==> src/rtl/free_list.sv <==
// Physical-register free list for the rename stage: hands out and reclaims
// tags through a circular buffer and keeps head checkpoints aligned with the RAT.
module free_list #(
  parameter int P_ADDR_WIDTH = 7,
  parameter int L_ADDR_WIDTH = 5,
  parameter int C_NUM        = 4,
  parameter int INSTR_COUNT  = 2
) (
  input  logic                                      clk,
  input  logic                                      rst_n,
  input  logic [INSTR_COUNT-1:0]                    pop_req,
  output logic [INSTR_COUNT-1:0][P_ADDR_WIDTH-1:0]  pop_data,
  output logic                                      pop_ready,
  input  logic [INSTR_COUNT-1:0]                    push_en,
  input  logic [INSTR_COUNT-1:0][P_ADDR_WIDTH-1:0]  push_data,
  input  logic                                      take_checkpoint,
  input  logic [INSTR_COUNT-1:0]                    instr_to_checkpoint,
  input  logic                                      restore_checkpoint,
  input  logic [$clog2(C_NUM)-1:0]                  new_checkpoint,
  output logic [P_ADDR_WIDTH:0]                     free_count,
  output logic [$clog2(C_NUM)-1:0]                  ckpt_head
);

  localparam int DEPTH     = 2 ** P_ADDR_WIDTH;
  localparam int L_REGS    = 2 ** L_ADDR_WIDTH;
  localparam int FREE_INIT = DEPTH - L_REGS;
  localparam int CW        = $clog2(C_NUM);

  typedef logic [P_ADDR_WIDTH-1:0] ptr_t;
  localparam ptr_t                  PTR_ONE   = ptr_t'(1);
  localparam logic [CW-1:0]         CK_ONE    = CW'(1);
  localparam logic [P_ADDR_WIDTH:0] COUNT_MAX = (P_ADDR_WIDTH+1)'(FREE_INIT);

  ptr_t                  buf_q [DEPTH];
  ptr_t                  ckpt_q [C_NUM];
  ptr_t                  head_q, head_d;
  ptr_t                  tail_q, tail_d;
  logic [P_ADDR_WIDTH:0] count_q, count_d;
  logic [CW-1:0]         ckpt_head_q, ckpt_head_d;

  ptr_t                  popCnt;
  ptr_t                  pushCnt;
  ptr_t                  ckptCnt;
  ptr_t                  pushAddr [INSTR_COUNT];
  logic [INSTR_COUNT-1:0] ckptMask;
  logic                  popGrant;
  logic                  takeEn;

  // Requesting lanes are compacted onto consecutive buffer slots from head.
  always_comb begin
    popCnt = '0;
    for (int i = 0; i < INSTR_COUNT; i++) begin
      pop_data[i] = buf_q[head_q + popCnt];
      if (pop_req[i]) popCnt = popCnt + PTR_ONE;
    end
  end

  always_comb begin
    pushCnt = '0;
    for (int i = 0; i < INSTR_COUNT; i++) begin
      pushAddr[i] = tail_q + pushCnt;
      if (push_en[i]) pushCnt = pushCnt + PTR_ONE;
    end
  end

  // The checkpointed head includes pops of lanes older than the branch.
  always_comb begin
    ckptMask = pop_req & (instr_to_checkpoint - INSTR_COUNT'(1));
    ckptCnt  = '0;
    for (int i = 0; i < INSTR_COUNT; i++) begin
      if (ckptMask[i]) ckptCnt = ckptCnt + PTR_ONE;
    end
  end

  always_comb begin
    pop_ready = (count_q >= {1'b0, popCnt});
    popGrant  = pop_ready & ~restore_checkpoint;
    takeEn    = take_checkpoint & pop_ready & ~restore_checkpoint;

    head_d = head_q;
    if (restore_checkpoint) head_d = ckpt_q[new_checkpoint];
    else if (popGrant)      head_d = head_q + popCnt;

    tail_d  = tail_q + pushCnt;
    count_d = {1'b0, ptr_t'(tail_d - head_d)};

    ckpt_head_d = ckpt_head_q;
    if (restore_checkpoint) ckpt_head_d = new_checkpoint + CK_ONE;
    else if (takeEn)        ckpt_head_d = ckpt_head_q + CK_ONE;
  end

  always_ff @(posedge clk or negedge rst_n) begin
    if (!rst_n) begin
      head_q      <= '0;
      tail_q      <= ptr_t'(FREE_INIT);
      count_q     <= COUNT_MAX;
      ckpt_head_q <= '0;
      for (int j = 0; j < DEPTH; j++) begin
        buf_q[j] <= (j < FREE_INIT) ? ptr_t'(L_REGS + j) : '0;
      end
    end else begin
      head_q      <= head_d;
      tail_q      <= tail_d;
      count_q     <= count_d;
      ckpt_head_q <= ckpt_head_d;
      for (int i = 0; i < INSTR_COUNT; i++) begin
        if (push_en[i]) buf_q[pushAddr[i]] <= push_data[i];
      end
    end
  end

  // Checkpoint storage carries no reset; slots are always written before use.
  always_ff @(posedge clk) begin
    if (takeEn) ckpt_q[ckpt_head_q] <= head_q + ckptCnt;
  end

  assign free_count = count_q;
  assign ckpt_head  = ckpt_head_q;

  pushOverflow: assert property (@(posedge clk) disable iff (!rst_n) count_d <= COUNT_MAX);

endmodule

==> config.mk <==
export PLATFORM = sky130hd
export DESIGN_NAME = free_list
export DESIGN_NICKNAME = d
export VERILOG_FILES = /design/src/rtl/free_list.sv
export SDC_FILE = /design/constraint.sdc
export NUM_CORES = 2
export LEC_CHECK = 0
export ABC_CLOCK_PERIOD_IN_PS = 6500
export CELL_PAD_IN_SITES_DETAIL_PLACEMENT = 0
export CELL_PAD_IN_SITES_GLOBAL_PLACEMENT = 1
export CORE_ASPECT_RATIO = 1.75
export CORE_UTILIZATION = 50
export CTS_CLUSTER_DIAMETER = 60
export DETAILED_ROUTE_END_ITERATION = 6
export HOLD_SLACK_MARGIN = 0.02
export PLACE_DENSITY = 0.75
export REMOVE_ABC_BUFFERS = 1
export SLEW_MARGIN = 5
export SYNTH_ARGS = -nofsm -noshare
export SYNTH_HDL_FRONTEND = slang
export SYNTH_SLANG_ARGS = --single-unit
==> constraint.sdc <==
create_clock -name clk -period 6.5 [get_ports clk]
set_clock_uncertainty 0.2 [all_clocks]
set_input_delay 0.65 -clock clk [delete_from_list [all_inputs] [get_ports clk]]
set_output_delay 0.65 -clock clk [all_outputs]
set_load 0.03 [all_outputs]
==> impl_metrics.tcl <==
set metrics [dict create \
    via_per_inst 6.73 \
    antenna_found_initial 7 \
    grt_pass1_vias 48076 \
    clk_pin_slew_ns 0.07 \
    root_buffer "clkbuf_16" \
    synth_top_area_share_pct 21.9 \
    cts_tree "yes" \
    yosysWarnings 0 \
    leakage_uw 0.0305 \
    drt_iter0_markers 4985 \
    hold_viol 0 \
    period_share_pct 97.5 \
    grt_max_degree 174 \
    wl_um 239000 \
    min_period_ns 6.34 \
    rsz0062_at_grt "no" \
    cp.arrival_ns 5.49 \
    finalWorstSetupSlack_ns 0.164 \
    cp-start-kind "register" \
    grt_usage_pct 37.5 \
    tightest_slew_ns 1.32 \
    timing.setup.tns_ns 0 \
    die-height_um 470 \
    final_area_mm2 0.0682 \
    slew_viol_final 0 \
    ys_ff_latch 947 \
    status "complete, but fails checks" \
    cts_setup_buffers 0 \
    syn_area_mm2 0.0626 \
    drive_gt1_share_pct 34.5 \
    dpl.hpwl_um 161000 \
    yosys.area.top_type "dfrtp_1" \
    ys_seq_area_share_pct 38.8 \
    critPathRequiredTime_ns 5.65 \
    crit_end "pop_data[5]" \
    path_cells "and2_1, buf_4, a22oi_1, a41oi_1, o21ai_0, a32oi_1, a21oi_1, clkdlybuf4s50_1" \
    die_w_um 269 \
    violations "design-rule violations" \
    synthTopCellsByArea "dfrtp_1, dfstp_2, mux2i_1" \
    grt_remaining_overflow 0 \
    placed_area_mm2 0.0648 \
    ant_nets 0 \
    initial_core_util_pct 50.4 \
    r2r-end "buf_q[70]" \
    grt_pass1_wl_um 346000 \
    synth_edf_count 28 \
    syn_area_per_cell_um2 11.2 \
    synthToLayoutAreaGrowth_pct 9.05 \
    crit_start "head_q[2]" \
    slew_headroom_pct 10.8 \
    r2r_start "tail_q[0]" \
    wire_per_inst_um 33.5 \
    slowest_stage "dfrtp_1" \
    clk-insertion-delay-late_ns 0.75 \
    gp_congestion 1.02 \
    ys_types 74 \
    post_cts_resized 0 \
    power.total_uw 28900 \
    io_pins 51 \
    critPathKind "reg2out" \
    htreeDepth 3 \
    ir_worst_vdd_mv 0.224 \
    num_vias 47975 \
    firstDrtPassIters 7 \
    max_freq_mhz 158 \
    path_max_fanout 17 \
    fillers 10747 \
    coreArea_mm2 0.124 \
    end_kind "output port" \
    die-area_mm2 0.127 \
    num_rows 171 \
    rrSetupSlack_ns 1.93 \
    nNetsFinal 5444 \
    hold_slack_ns 0.107 \
    reg2reg_depth 8 \
    drc_errors 11 \
    dp_slack_ns 0.877 \
    holdBufCountCts 1 \
    cts_made_buffers 95 \
    slowest_delay_ns 0.91 \
    synthCells 5577 \
    hp-class "in2reg" \
    port_buffers 49 \
    synthArstFlopShare_pct 97.0 \
    cts.sinks 947 \
    setup_viol 0 \
    cap_violations 0 \
    synth-main-ff-cell "dfrtp_1" \
    p_per_area_mw_per_mm2 424 \
    clockBufferDepth 3 \
]
-- Yosys cell counts, types with 6 or more instances --
master and count:
nand3_1 81, nor2_1 354, nor3_1 34, xnor2_1 25, dfstp_2 372, nor2_8 32, a21oi_1 335, o221ai_1 25
ha_1 21, nor3_2 13, edfxtp_1 28, a41oi_1 28, inv_1 18, mux2_2 610, buf_2 128, mux2i_1 848
dfrtp_1 547, a221oi_1 30, or3_1 15, buf_1 44, nand2_1 595, o21a_1 7, nand2b_1 9, mux4_2 343
buf_4 16, a32oi_1 40, xor2_1 8, nand4_1 59, and2_1 7, nor2_4 16, a22oi_1 30, mux2_4 63
nor2b_1 12, o21ai_0 300, nor4_4 6, clkbuf_1 353, o21ai_1 43, nor4_2 6
-- cells by family after synthesis --
| group | synth area share, % |
|---|---|
| fa+ha+maj | 0.548 |
| simple gates | 9.80 |
| other cells | 0.00599 |
| compound gates | 8.08 |
| buf+inv | 3.82 |
| xor+xnor | 0.488 |
| flops | 38.8 |
| mux | 38.4 |
-- worst max-delay path: cells and delay by family, from the launching register on --
kind	cells	cell delay (ns)
flops	1	0.91
compound gates	5	2.07
simple gates	1	0.60
buf+inv	2	1.13
-- power breakdown --
group          internal, uW  total, uW  switching, uW
sequential             8770      10800           2070
combinational          5290      12000           6700
clock                  3480       6110           2640
-- worst min path at each step --
stage,endpoint,slack [ns],depth (start not counted),startpoint
final,buf_q[141],0.11,2,push_data[8]
after global routing,buf_q[141],0.12,2,push_data[8]
after CTS,buf_q[141],0.09,2,push_data[8]
after detailed placement,buf_q[510],0.36,2,buf_q[510]
after global placement,buf_q[676],0.35,2,buf_q[676]
after floorplan,buf_q[0],0.15,0,rst_n
-- registers in the layout (all words and copies together), names as in the netlist --
register	flops
buf_q	896
ckpt_q	28
free_count	7
head_q	7
tail_q	7
ckpt_head	2
-- metal layers --
layer,GRT usage [%],wire (um)
met1,44.1,84700
met2,61.3,115000
met3,6.71,18500
met4,28.3,20900
met5,0,63
-- per-stage QoR --
step / std cells / utilization [%]
floorplan: 5031 / -
global placement: 6938 / 52.2
detailed placement: 6938 / 52.2
CTS: 7119 / 55.0
global route: 7120 / 55.0
finish: 7124 / 55.0
-- cells in the final DEF (no fill, tap or decap), drive strengths merged, types with 9 or more instances in the layout --
| cell type | count |
|---|---|
| nor2b | 12 |
| clkdlybuf4s50 | 34 |
| ha | 21 |
| nor3 | 47 |
| and2 | 9 |
| a221oi | 30 |
| a22oi | 30 |
| buf | 230 |
| mux4 | 343 |
| nand2b | 9 |
| dfrtp | 547 |
| edfxtp | 28 |
| nand2 | 595 |
| xnor2 | 25 |
| xor2 | 9 |
| a32oi | 40 |
| clkbuf | 137 |
| dfstp | 372 |
| mux2i | 848 |
| nand3 | 82 |
| nor2 | 402 |
| clkinv | 24 |
| o21ai | 343 |
| or3 | 17 |
| mux2 | 673 |
| nand4 | 60 |
| bufinv | 11 |
| inv | 21 |
| nor4 | 15 |
| o221ai | 25 |
| a41oi | 28 |
| a21oi | 335 |
-- layout make-up --
cell class / instances / area, um^2 / area share (%)
antenna: 5 / 12.5 / 0.0183
clock buffer: 137 / 2830 / 4.15
clock inverter: 43 / 543 / 0.796
inverter: 20 / 75.1 / 0.110
multi-input combinational: 4064 / 36100 / 52.8
sequential: 947 / 24300 / 35.6
tap: 1643 / 2060 / 3.01
timing repair buffer: 265 / 2330 / 3.42
No activity file was read; power rests on OpenSTA's default activity.
